===== config.mk =====
export PLATFORM = sky130hd
export DESIGN_NAME = next_line_prefetcher
export DESIGN_NICKNAME = d
export VERILOG_FILES = /design/src/rtl/next_line_prefetcher.sv
export SDC_FILE = /design/constraint.sdc
export NUM_CORES = 1
export LEC_CHECK = 0
export CAP_MARGIN = 15
export CORE_AREA = 2 2 250 252
export DETAILED_ROUTE_END_ITERATION = 7
export DIE_AREA = 0 0 252 254
export DONT_BUFFER_PORTS = 1
export GPL_TIMING_DRIVEN = 1
export SLEW_MARGIN = 25
export SYNTH_ARGS = -nofsm -noshare
export SYNTH_HDL_FRONTEND = slang
export SYNTH_SLANG_ARGS = --single-unit

===== constraint.sdc =====
create_clock -name clk -period 3.8 [get_ports clk]
set_input_delay 0.76 -clock clk [delete_from_list [all_inputs] [get_ports clk]]
set_output_delay 0.76 -clock clk [all_outputs]
set_load 0.05 [all_outputs]

===== src/rtl/next_line_prefetcher.sv =====
// ============================================================================
// Module   : next_line_prefetcher
// Purpose  : Sequential next-line prefetcher for the 2-way L1 cache. A demand
//            miss trigger selects the line PF_DISTANCE lines ahead. That line
//            is fetched over the shared pmem port while the cache is not using
//            the port, and it is held in a one-entry line buffer. The buffer
//            is offered to the cache when the cache looks up that line.
// Ports    : clk, rst                 - clock, synchronous active-high reset
//            trigger_valid_i/address  - demand-miss pulse and miss address
//            query_address_i          - address the cache is looking up now
//            pf_consume_i             - cache copied the buffer into a way
//            prefetch_rdata_o/ready_o - buffered line and its hit indication
//            pf_cline_address_o       - line address of buffered/in-flight line
//            demand_busy_i            - cache owns pmem; no new fetch may start
//            pf_pmem_read_o/address_o - line read request to the arbiter
//            pf_pmem_rdata_i/resp_i   - returned line and response strobe
// Option   : PF_STATS_EN adds pf_issued_count_o / pf_used_count_o, which are
//            saturating 32-bit counters of issued and consumed prefetches.
// Revision : 1.0 - initial release
// ============================================================================
`default_nettype none

module next_line_prefetcher #(
   parameter int unsigned s_offset    = 5,
   parameter int unsigned s_line      = 256,
   parameter int unsigned PF_DISTANCE = 1
) (
   input  logic              clk,
   input  logic              rst,
   input  logic              trigger_valid_i,
   input  logic [31:0]       trigger_address_i,
   input  logic [31:0]       query_address_i,
   input  logic              pf_consume_i,
   output logic [s_line-1:0] prefetch_rdata_o,
   output logic              prefetch_ready_o,
   output logic [31:0]       pf_cline_address_o,
   input  logic              demand_busy_i,
   output logic              pf_pmem_read_o,
   output logic [31:0]       pf_pmem_address_o,
   input  logic [s_line-1:0] pf_pmem_rdata_i,
`ifdef PF_STATS_EN
   input  logic              pf_pmem_resp_i,
   output logic [31:0]       pf_issued_count_o,
   output logic [31:0]       pf_used_count_o
`else
   input  logic              pf_pmem_resp_i
`endif
);

   typedef enum logic [1:0] {
      IDLE     = 2'd0,
      WAIT_BUS = 2'd1,
      FETCH    = 2'd2,
      FULL     = 2'd3
   } state_t;

   localparam logic [31:0] c_STEP = 32'(PF_DISTANCE) << s_offset;

   state_t            state_q, state_d;
   logic [31:0]       buf_addr_q, buf_addr_d;
   logic [s_line-1:0] buf_data_q, buf_data_d;
   logic [31:0]       pend_addr_q, pend_addr_d;
   logic              pend_valid_q, pend_valid_d;

   logic [31:0]       w_target;
   logic              w_new_target;
   logic              w_issue;
   logic              w_use;

   // Byte-offset bits play no part in line matching.
   logic              w_unused_offsets;
   assign w_unused_offsets = ^{query_address_i[s_offset-1:0],
                               trigger_address_i[s_offset-1:0]};

   // Line-align the miss address, then step ahead; wraps modulo 2^32.
   assign w_target     = {trigger_address_i[31:s_offset], {s_offset{1'b0}}} + c_STEP;
   assign w_new_target = trigger_valid_i && (w_target != buf_addr_q);

   always_comb begin
      state_d      = state_q;
      buf_addr_d   = buf_addr_q;
      buf_data_d   = buf_data_q;
      pend_addr_d  = pend_addr_q;
      pend_valid_d = pend_valid_q;
      w_issue      = 1'b0;
      w_use        = 1'b0;

      unique case (state_q)
         IDLE: begin
            if (trigger_valid_i) begin
               buf_addr_d = w_target;
               state_d    = WAIT_BUS;
            end
         end

         WAIT_BUS: begin
            if (w_new_target) begin
               buf_addr_d = w_target;
            end
            if (!demand_busy_i) begin
               state_d = FETCH;
               w_issue = 1'b1;
            end
         end

         FETCH: begin
            // The outstanding read cannot be cancelled, so a newer target is
            // parked until the response comes back.
            if (w_new_target) begin
               pend_addr_d  = w_target;
               pend_valid_d = 1'b1;
            end
            if (pf_pmem_resp_i) begin
               if (pend_valid_d) begin
                  buf_addr_d   = pend_addr_d;
                  pend_valid_d = 1'b0;
                  state_d      = WAIT_BUS;
               end else begin
                  buf_data_d = pf_pmem_rdata_i;
                  state_d    = FULL;
               end
            end
         end

         FULL: begin
            w_use = pf_consume_i;
            // A trigger together with a consume always restarts a fetch,
            // even if the target equals the line just consumed.
            if (w_new_target || (trigger_valid_i && pf_consume_i)) begin
               buf_addr_d = w_target;
               state_d    = WAIT_BUS;
            end else if (pf_consume_i) begin
               state_d = IDLE;
            end
         end

         default: state_d = IDLE;
      endcase
   end

   always_ff @(posedge clk) begin
      if (rst) begin
         state_q      <= IDLE;
         buf_addr_q   <= '0;
         buf_data_q   <= '0;
         pend_addr_q  <= '0;
         pend_valid_q <= 1'b0;
      end else begin
         state_q      <= state_d;
         buf_addr_q   <= buf_addr_d;
         buf_data_q   <= buf_data_d;
         pend_addr_q  <= pend_addr_d;
         pend_valid_q <= pend_valid_d;
      end
   end

   assign pf_cline_address_o = buf_addr_q;
   assign prefetch_rdata_o   = buf_data_q;
   assign prefetch_ready_o   = (state_q == FULL) &&
                               (query_address_i[31:s_offset] == buf_addr_q[31:s_offset]);
   assign pf_pmem_read_o     = (state_q == FETCH);
   assign pf_pmem_address_o  = (state_q == FETCH) ? buf_addr_q : 32'd0;

`ifdef PF_STATS_EN
   logic [31:0] issued_cnt_q, issued_cnt_d;
   logic [31:0] used_cnt_q,   used_cnt_d;

   always_comb begin
      issued_cnt_d = issued_cnt_q;
      used_cnt_d   = used_cnt_q;
      if (w_issue && (issued_cnt_q != 32'hFFFF_FFFF)) begin
         issued_cnt_d = issued_cnt_q + 32'd1;
      end
      if (w_use && (used_cnt_q != 32'hFFFF_FFFF)) begin
         used_cnt_d = used_cnt_q + 32'd1;
      end
   end

   always_ff @(posedge clk) begin
      if (rst) begin
         issued_cnt_q <= '0;
         used_cnt_q   <= '0;
      end else begin
         issued_cnt_q <= issued_cnt_d;
         used_cnt_q   <= used_cnt_d;
      end
   end

   assign pf_issued_count_o = issued_cnt_q;
   assign pf_used_count_o   = used_cnt_q;
`else
   logic w_unused_stats;
   assign w_unused_stats = w_issue ^ w_use;
`endif

endmodule

`default_nettype wire


==> impl_metrics.prom, run 1 <==
# TYPE chip_impl_metric gauge
chip_impl_metric{name="number_of_antenna_violations_at_the_first_check_in_global_routing",unit=""} 3
chip_impl_metric{name="clock_sinks",unit=""} 323
chip_impl_metric{name="synth-edff-count",unit=""} 0
chip_impl_metric{name="worst-endpoint-required",unit="ns"} 4.26
chip_impl_metric{name="drt.antenna.violating_nets",unit=""} 0
chip_impl_info{name="crit_chain",value="nand4_1, or4_4, mux2_4, a21o_1, a211o_1, nor4_4, a31oi_2, nor3b_4, buf_12, buf_12, mux2i_1"} 1
chip_impl_metric{name="clock_skew",unit="ns"} 0.0171
chip_impl_metric{name="grt_pass1_wl",unit="um"} 66200
chip_impl_metric{name="synth_cells",unit=""} 1630
chip_impl_metric{name="power_per_cell_area",unit="mW/mm2"} 438
chip_impl_metric{name="syn-mean-instance-area",unit="um2"} 9.89
chip_impl_metric{name="flow.area_growth_from_synthesis",unit="%"} 15.2
chip_impl_metric{name="cp_num_cells",unit=""} 11
chip_impl_metric{name="dp_hpwl",unit="um"} 34000
chip_impl_metric{name="yosys_register_bits",unit=""} 323
chip_impl_metric{name="die_h",unit="um"} 254
chip_impl_metric{name="period_share",unit="%"} 88.9
chip_impl_metric{name="finalPower",unit="mW"} 8.14
chip_impl_metric{name="gpl.final_weighted_congestion",unit=""} 0.897
chip_impl_metric{name="per_cell_routed_wire_length",unit="um"} 18.3
chip_impl_metric{name="via_count",unit=""} 11500
chip_impl_info{name="worst_hold_path_type",value="in -> reg"} 1
chip_impl_metric{name="tightestPinTransition",unit="ns"} 1.03
chip_impl_metric{name="io-pin-count",unit=""} 648
chip_impl_metric{name="hold_ws",unit="ns"} 0.317
chip_impl_metric{name="crit_path_buf_inv_count",unit=""} 2
chip_impl_metric{name="route.met2.wl",unit="um"} 22900
chip_impl_metric{name="power.leakage",unit="nW"} 6.39
chip_impl_info{name="yosys_most_used_dff",value="sky130_fd_sc_hd__dfxtp_1"} 1
chip_impl_info{name="clock_tree_root_driver_cell",value="sky130_fd_sc_hd__clkbuf_16"} 1
chip_impl_metric{name="post_route_cells_drive_above_1_share",unit="%"} 12.4
chip_impl_metric{name="finish.cell_count_without_fillers",unit=""} 2485
chip_impl_metric{name="cts_buffers",unit=""} 38
chip_impl_metric{name="initial_core_util",unit="%"} 26.3
chip_impl_metric{name="route.met3.wl",unit="um"} 4190
chip_impl_info{name="cp_common_cell",value="sky130_fd_sc_hd__buf_12"} 1
chip_impl_info{name="critical-path-slowest-cell",value="sky130_fd_sc_hd__or4_4"} 1
chip_impl_metric{name="finalHoldViolations",unit=""} 0
chip_impl_metric{name="ctsHtreeMaxLevel",unit=""} 2
chip_impl_metric{name="worst_hold_path.num_cells",unit=""} 1
chip_impl_metric{name="numPortBuffers",unit=""} 0
chip_impl_metric{name="met1Wirelength",unit="um"} 16900
chip_impl_metric{name="synth_nets",unit=""} 1957
chip_impl_metric{name="max_clock_freq",unit="GHz"} 0.296
chip_impl_metric{name="cap_violations",unit=""} 0
chip_impl_info{name="timing_worst_setup_path_type",value="in -> reg"} 1
chip_impl_info{name="category_of_cells_accounting_for_the_largest_share_of_critical_path_delay",value="simple AND/OR/NAND/NOR gates"} 1
chip_impl_metric{name="synth_sequential_area_ratio",unit="%"} 40.1
chip_impl_metric{name="core",unit="mm2"} 0.0613
chip_impl_metric{name="placed_cells",unit=""} 2416
chip_impl_metric{name="cp_slowest_stage_delay",unit="ns"} 0.57
chip_impl_metric{name="routed_wirelength",unit="um"} 45500
chip_impl_info{name="startpoint_type",value="input pin"} 1
chip_impl_metric{name="detailedRoute.firstIterationViolations",unit=""} 707
chip_impl_metric{name="postCtsSetupBuffers",unit=""} 0
chip_impl_info{name="tritoncts_clock_tree",value="yes"} 1
chip_impl_metric{name="post_drt_via_cell_ratio",unit=""} 4.63
chip_impl_metric{name="die_width",unit="um"} 252
chip_impl_metric{name="reg2regPathDepth",unit=""} 12
chip_impl_metric{name="post_synth_num_cell_types",unit=""} 58
chip_impl_metric{name="max-slew-margin-rel",unit="%"} 31.0
chip_impl_metric{name="finalSetupViolCount",unit=""} 0
chip_impl_metric{name="total_drc_errors_in_the_routed_layout",unit=""} 0
chip_impl_metric{name="first_pass_iters",unit=""} 4
chip_impl_metric{name="grt_start_max_net_pins",unit=""} 547
chip_impl_metric{name="yosysWarningCount",unit=""} 0
chip_impl_metric{name="total_number_of_nets_in_the_final_design",unit=""} 1993
chip_impl_metric{name="report.final.slew_viol_count",unit=""} 0
chip_impl_metric{name="fillers",unit=""} 6283
chip_impl_metric{name="clkSlewWorstSetupHoldPaths",unit="ns"} 0.06
chip_impl_metric{name="post_cts_resize_count",unit=""} 0
chip_impl_metric{name="synth_area",unit="mm2"} 0.0161
chip_impl_info{name="outcome",value="completed"} 1
chip_impl_metric{name="worst-path-max-fanout",unit=""} 25
chip_impl_metric{name="final_period_minus_worst_setup_slack",unit="ns"} 3.38
chip_impl_info{name="top_signal_layer_used",value="met4"} 1
chip_impl_metric{name="grt_usage",unit="%"} 13.1
chip_impl_info{name="critPathCaptureType",value="flip-flop"} 1
chip_impl_metric{name="num_rows",unit=""} 91
chip_impl_metric{name="floorplan.die_area",unit="mm2"} 0.0640
chip_impl_metric{name="timing.critical_path.arrival",unit="ns"} 3.84
chip_impl_metric{name="peakVddDrop",unit="mV"} 0.307
chip_impl_metric{name="cts.path.max_buffers",unit=""} 3
chip_impl_metric{name="vias_in_the_first_global_route",unit=""} 11500
chip_impl_metric{name="post_cts_hold_buffer_count",unit=""} 0
chip_impl_metric{name="worstSkewPairLatency",unit="ns"} 0.54
chip_impl_info{name="grt_setup_unrepaired",value="false"} 1
chip_impl_metric{name="synthArstFlopShare",unit="%"} 0
chip_impl_metric{name="globalRouteOverflowTotal",unit=""} 0
==> state kept, by name, indices dropped and copies added (netlist names) <==
name	cells
pend_addr_q	32
pend_valid_q	1
pf_cline_address_o	32
prefetch_rdata_o	256
state_q	2
==> layout make-up <==
type	count	area, um2	share of cell area [%]
diodes	1	2.50	0.0135
clock buffers	53	1060	5.70
clock inverters	15	220	1.19
inverters	8	30.0	0.162
multi-input cells	1181	8770	47.2
flip-flops and latches	323	6470	34.8
well taps	790	988	5.32
repair buffers	114	1030	5.55
==> worst reg2reg max path, delay by kind of cell, from the launching register on <==
| family | cells | cell delay, ns |
|---|---|---|
| DFF | 1 | 0.30 |
| AOI/OAI and AO/OA | 2 | 0.35 |
| buffers and inverters | 3 | 0.67 |
| and+or+nand+nor | 6 | 1.74 |
| muxes | 1 | 0.24 |
==> path summary, 6_finish.rpt <==
check,to,start,slack (ns)
max,prefetch_rdata_o[132]$_SDFFE_PP0P_,trigger_address_i[11],0.42
min,pend_valid_q$_SDFFE_PP0P_,pf_pmem_resp_i,0.32
max reg2reg,prefetch_rdata_o[132]$_SDFFE_PP0P_,pf_cline_address_o[0]$_SDFFE_PP0P_,0.43
min reg2reg,pend_addr_q[4]$_SDFFE_PP0P_,pend_addr_q[4]$_SDFFE_PP0P_,0.46
==> placed cells by master, fill, tap and decap left out, types with 3 or more instances in the layout <==
cell	n
sky130_fd_sc_hd__and4_1	5
sky130_fd_sc_hd__nand4_1	14
sky130_fd_sc_hd__a32o_1	14
sky130_fd_sc_hd__nor4_1	8
sky130_fd_sc_hd__nand2b_1	522
sky130_fd_sc_hd__clkinv_2	5
sky130_fd_sc_hd__and3_1	7
sky130_fd_sc_hd__a22o_1	17
sky130_fd_sc_hd__mux2_2	17
sky130_fd_sc_hd__xnor2_1	43
sky130_fd_sc_hd__a211oi_1	13
sky130_fd_sc_hd__nor2b_1	5
sky130_fd_sc_hd__o2111ai_1	3
sky130_fd_sc_hd__clkbuf_16	39
sky130_fd_sc_hd__inv_1	8
sky130_fd_sc_hd__dfxtp_1	323
sky130_fd_sc_hd__buf_12	14
sky130_fd_sc_hd__mux2i_1	277
sky130_fd_sc_hd__nand2_1	27
sky130_fd_sc_hd__buf_4	100
sky130_fd_sc_hd__xor2_1	23
sky130_fd_sc_hd__bufinv_16	5
sky130_fd_sc_hd__nand3_1	16
sky130_fd_sc_hd__nor3_1	8
sky130_fd_sc_hd__or2_2	10
sky130_fd_sc_hd__nand3b_1	3
sky130_fd_sc_hd__o21ai_0	5
sky130_fd_sc_hd__clkbuf_1	11
sky130_fd_sc_hd__clkbuf_8	3
sky130_fd_sc_hd__a21o_1	3
sky130_fd_sc_hd__xnor3_1	3
sky130_fd_sc_hd__nor2_1	52
sky130_fd_sc_hd__a21oi_1	13
sky130_fd_sc_hd__and2_1	38
==> through the flow <==
step           setup TNS, ns  area [um2]  util [%]  worst slack, ns
6_report                   0       18600      30.3            0.421
5_1_grt                    0       18600      30.3            0.148
2_1_floorplan              0       16100         -           0.0148
3_3_place_gp           -3.79       17300      28.2          -0.0692
4_1_cts                    0       18600      30.3            0.339
3_5_place_dp          -14.50       17300      28.2           -0.138
==> power breakdown <==
group | total [mW] | switching [mW] | internal, mW | leakage (nW)
registers | 3.66 | 0.199 | 3.46 | 2.61
clock network | 3.77 | 1.47 | 2.30 | 0.625
logic | 0.711 | 0.368 | 0.343 | 3.15
total | 8.14 | 2.04 | 6.10 | 6.39
==> Yosys cell counts (8+ instances only) <==
cell type / instances / share of area, %
sky130_fd_sc_hd__a32o_1: 14 / 0.87
sky130_fd_sc_hd__clkbuf_1: 82 / 1.9
sky130_fd_sc_hd__a21oi_1: 13 / 0.40
sky130_fd_sc_hd__mux2_2: 17 / 1.2
sky130_fd_sc_hd__or2_2: 10 / 0.39
sky130_fd_sc_hd__nand2_1: 27 / 0.63
sky130_fd_sc_hd__nand2b_1: 522 / 20
sky130_fd_sc_hd__xor2_1: 23 / 1.2
sky130_fd_sc_hd__and2_1: 38 / 1.5
sky130_fd_sc_hd__nor3_1: 8 / 0.25
sky130_fd_sc_hd__inv_1: 8 / 0.19
sky130_fd_sc_hd__xnor2_1: 43 / 2.3
sky130_fd_sc_hd__nor4_1: 9 / 0.35
sky130_fd_sc_hd__nand3_1: 16 / 0.50
sky130_fd_sc_hd__nor2_1: 53 / 1.2
sky130_fd_sc_hd__nand4_1: 14 / 0.54
sky130_fd_sc_hd__a22o_1: 17 / 0.92
sky130_fd_sc_hd__mux2i_1: 277 / 17
sky130_fd_sc_hd__a211oi_1: 13 / 0.61
sky130_fd_sc_hd__dfxtp_1: 323 / 40
sky130_fd_sc_hd__buf_12: 25 / 3.1
==> per-layer routing <==
| metal | track usage (%) | vias up |
|---|---|---|
| met5 | 0 | - |
| met1 | 13.6 | 5380 |
| met2 | 23.9 | 521 |
| li1 | - | 5518 |
| met3 | 4.64 | 83 |
| met4 | 4.94 | 0 |
==> cell families after synthesis <==
logic type | count (synthesis) | share of synthesized area (%)
AND/OR/NAND/NOR | 731 | 27.4
XOR/XNOR | 69 | 4.01
flip-flops | 323 | 40.1
buffers and inverters | 126 | 5.74
multiplexers | 295 | 18.5
adder cells (fa/ha/maj) | 1 | 0.0776
AO/OA/AOI/OAI | 85 | 4.15
Note: power is estimated with default switching activity, not from simulation.
==> run 2, diff against run 1 <==
--- a/config.mk
+++ b/config.mk
@@ -6,11 +6,13 @@
 export NUM_CORES = 1
 export LEC_CHECK = 0
 export CAP_MARGIN = 15
-export CORE_AREA = 2 2 250 252
+export CORE_ASPECT_RATIO = 0.8
+export CORE_MARGIN = 8
+export CORE_UTILIZATION = 30
 export DETAILED_ROUTE_END_ITERATION = 7
-export DIE_AREA = 0 0 252 254
 export DONT_BUFFER_PORTS = 1
 export GPL_TIMING_DRIVEN = 1
+export PLACE_DENSITY_LB_ADDON = 0.12
 export SLEW_MARGIN = 25
 export SYNTH_ARGS = -nofsm -noshare
 export SYNTH_HDL_FRONTEND = slang
==> run 2 against run 1 <==
  * Critical path depth grew 2
  * Critical endpoint is now prefetch_rdata_o[212]$_SDFFE_PP0P_
  * Count of clock-buffer cells in the layout grew 4
  * Die area shrank 4.0%
==> impl_metrics.prom, run 2 (synthesis results as in run 1) <==
# TYPE chip_impl_metric gauge
chip_impl_info{name="worst_hold_path_type",value="in -> reg"} 1
chip_impl_metric{name="clock_sinks",unit=""} 323
chip_impl_metric{name="number_of_antenna_violations_at_the_first_check_in_global_routing",unit=""} 2
chip_impl_metric{name="period_share",unit="%"} 89.0
chip_impl_metric{name="die_h",unit="um"} 223
chip_impl_metric{name="vias_in_the_first_global_route",unit=""} 10900
chip_impl_metric{name="report.final.slew_viol_count",unit=""} 0
chip_impl_metric{name="tightestPinTransition",unit="ns"} 0.940
chip_impl_metric{name="peakVddDrop",unit="mV"} 0.264
chip_impl_metric{name="power_per_cell_area",unit="mW/mm2"} 450
chip_impl_info{name="layout.cells.most_common",value="sky130_fd_sc_hd__nand2b_1"} 1
chip_impl_metric{name="postPlaceCellArea",unit="mm2"} 0.0169
chip_impl_metric{name="post_route_cells_drive_above_1_share",unit="%"} 10.7
chip_impl_metric{name="grt_usage",unit="%"} 15.9
chip_impl_metric{name="total_drc_errors_in_the_routed_layout",unit=""} 0
chip_impl_metric{name="floorplan.die_area",unit="mm2"} 0.0614
chip_impl_metric{name="max_clock_freq",unit="GHz"} 0.296
chip_impl_metric{name="ctsHtreeMaxLevel",unit=""} 2
chip_impl_metric{name="via_count",unit=""} 11200
chip_impl_metric{name="initial_core_util",unit="%"} 30.2
chip_impl_info{name="most_frequent_cells_in_the_layout",value="sky130_fd_sc_hd__nand2b_1 (522), sky130_fd_sc_hd__dfxtp_1 (323), sky130_fd_sc_hd__mux2i_1 (277)"} 1
chip_impl_metric{name="max-slew-margin-rel",unit="%"} 37.1
chip_impl_metric{name="post_drt_via_cell_ratio",unit=""} 4.73
chip_impl_metric{name="finalSetupViolCount",unit=""} 0
chip_impl_metric{name="clock_skew",unit="ns"} 0.0168
chip_impl_info{name="grt_setup_unrepaired",value="false"} 1
chip_impl_metric{name="cts.path.max_buffers",unit=""} 3
chip_impl_info{name="critPathCaptureType",value="flip-flop"} 1
chip_impl_metric{name="timing.critical_path.arrival",unit="ns"} 3.83
chip_impl_metric{name="grt_start_max_net_pins",unit=""} 547
chip_impl_metric{name="flow.area_growth_from_synthesis",unit="%"} 12.9
chip_impl_metric{name="n_antenna_cell",unit=""} 0
chip_impl_metric{name="worstSkewPairLatency",unit="ns"} 0.54
chip_impl_info{name="timing_worst_setup_path_type",value="in -> reg"} 1
chip_impl_metric{name="io-pin-count",unit=""} 648
chip_impl_metric{name="dp_hpwl",unit="um"} 39600
chip_impl_metric{name="first_pass_iters",unit=""} 5
chip_impl_metric{name="worst-endpoint-required",unit="ns"} 4.25
chip_impl_metric{name="clkSlewWorstSetupHoldPaths",unit="ns"} 0.06
chip_impl_info{name="tritoncts_clock_tree",value="yes"} 1
chip_impl_metric{name="cts_buffers",unit=""} 39
chip_impl_metric{name="worst-path-max-fanout",unit=""} 15
chip_impl_metric{name="grt_pass1_wl",unit="um"} 75500
chip_impl_metric{name="power.leakage",unit="nW"} 6.21
chip_impl_metric{name="hold_ws",unit="ns"} 0.322
chip_impl_metric{name="largest_reg_flops",unit=""} 256
chip_impl_metric{name="final_period_minus_worst_setup_slack",unit="ns"} 3.38
chip_impl_metric{name="finalPower",unit="mW"} 8.19
chip_impl_metric{name="cap_violations",unit=""} 0
chip_impl_metric{name="per_cell_routed_wire_length",unit="um"} 22.4
chip_impl_info{name="startpoint_type",value="input pin"} 1
chip_impl_metric{name="routed_wirelength",unit="um"} 52900
chip_impl_metric{name="numPortBuffers",unit=""} 0
chip_impl_metric{name="drt.antenna.violating_nets",unit=""} 0
chip_impl_metric{name="total_number_of_nets_in_the_final_design",unit=""} 1961
chip_impl_metric{name="die_width",unit="um"} 275
chip_impl_metric{name="detailedRoute.firstIterationViolations",unit=""} 777
chip_impl_metric{name="globalRouteOverflowTotal",unit=""} 0
chip_impl_info{name="outcome",value="completed"} 1
chip_impl_metric{name="core",unit="mm2"} 0.0534
chip_impl_metric{name="postCtsSetupBuffers",unit=""} 0
chip_impl_metric{name="post_cts_resize_count",unit=""} 0
chip_impl_info{name="clock_tree_root_driver_cell",value="sky130_fd_sc_hd__clkbuf_16"} 1
chip_impl_metric{name="finalHoldViolations",unit=""} 0
chip_impl_metric{name="num_rows",unit=""} 76
chip_impl_metric{name="placed_cells",unit=""} 2295
chip_impl_metric{name="finish.cell_count_without_fillers",unit=""} 2362
chip_impl_metric{name="post_cts_hold_buffer_count",unit=""} 0
chip_impl_metric{name="fin_area",unit="mm2"} 0.0182
chip_impl_metric{name="gpl.final_weighted_congestion",unit=""} 0.888
[run 2: worst paths after layout]
kind | end | slack [ns] | cells after the start | from
worst min register to register | pend_addr_q[2]$_SDFFE_PP0P_ | 0.46 | 1 | pend_addr_q[2]$_SDFFE_PP0P_
worst max-delay path | prefetch_rdata_o[212]$_SDFFE_PP0P_ | 0.42 | 13 | trigger_address_i[5]
worst min-delay path | pend_valid_q$_SDFFE_PP0P_ | 0.32 | 1 | pf_pmem_resp_i
worst max register to register | prefetch_rdata_o[212]$_SDFFE_PP0P_ | 0.45 | 11 | pf_cline_address_o[0]$_SDFFE_PP0P_
[run 2: per-layer routing]
layer / global-route usage [%] / vias to the layer above / wire (um)
li1: - / 5440 / -
met1: 18.7 / 5256 / 20800
met2: 27.0 / 404 / 25800
met3: 6.26 / 66 / 5290
met4: 4.04 / 4 / 988
met5: 0 / - / 27
[run 2: metrics by stage]
step / TNS (ns) / worst slack (ns) / util [%]
2_1_floorplan: 0 / 0.0148 / -
3_3_place_gp: -2.84 / -0.0805 / 31.6
3_5_place_dp: -4.44 / -0.138 / 31.6
4_1_cts: 0 / 0.328 / 34.0
5_1_grt: 0 / 0.122 / 34.0
6_report: 0 / 0.417 / 34.0
[run 2: area by class of cell]
| cell class | count | area, um2 |
|---|---|---|
| fill | 5433 | 35200 |
| multi-input combinational | 1181 | 8770 |
| sequential | 323 | 6470 |
| clock buffer | 57 | 1150 |
| tap | 702 | 878 |
| timing repair buffer | 81 | 746 |
| clock inverter | 10 | 155 |
| inverter | 8 | 30.0 |
[run 2: power breakdown]
part / switching, mW / internal [mW] / total, mW
Clock: 1.49 / 2.35 / 3.84
Sequential: 0.204 / 3.46 / 3.66
Combinational: 0.358 / 0.328 / 0.686
[run 2: critical path, stage by stage]
cell and delay [ns]:
sky130_fd_sc_hd__ha_1 0.14, sky130_fd_sc_hd__and4_1 0.25, sky130_fd_sc_hd__buf_4 0.18, sky130_fd_sc_hd__nand4_1 0.12, sky130_fd_sc_hd__xor2_1 0.40, sky130_fd_sc_hd__nor2_1 0.08
sky130_fd_sc_hd__a211o_1 0.33, sky130_fd_sc_hd__nor4_4 0.29, sky130_fd_sc_hd__a31oi_4 0.16, sky130_fd_sc_hd__nor3b_4 0.29, sky130_fd_sc_hd__buf_12 0.22, sky130_fd_sc_hd__buf_4 0.31
sky130_fd_sc_hd__mux2i_1 0.24
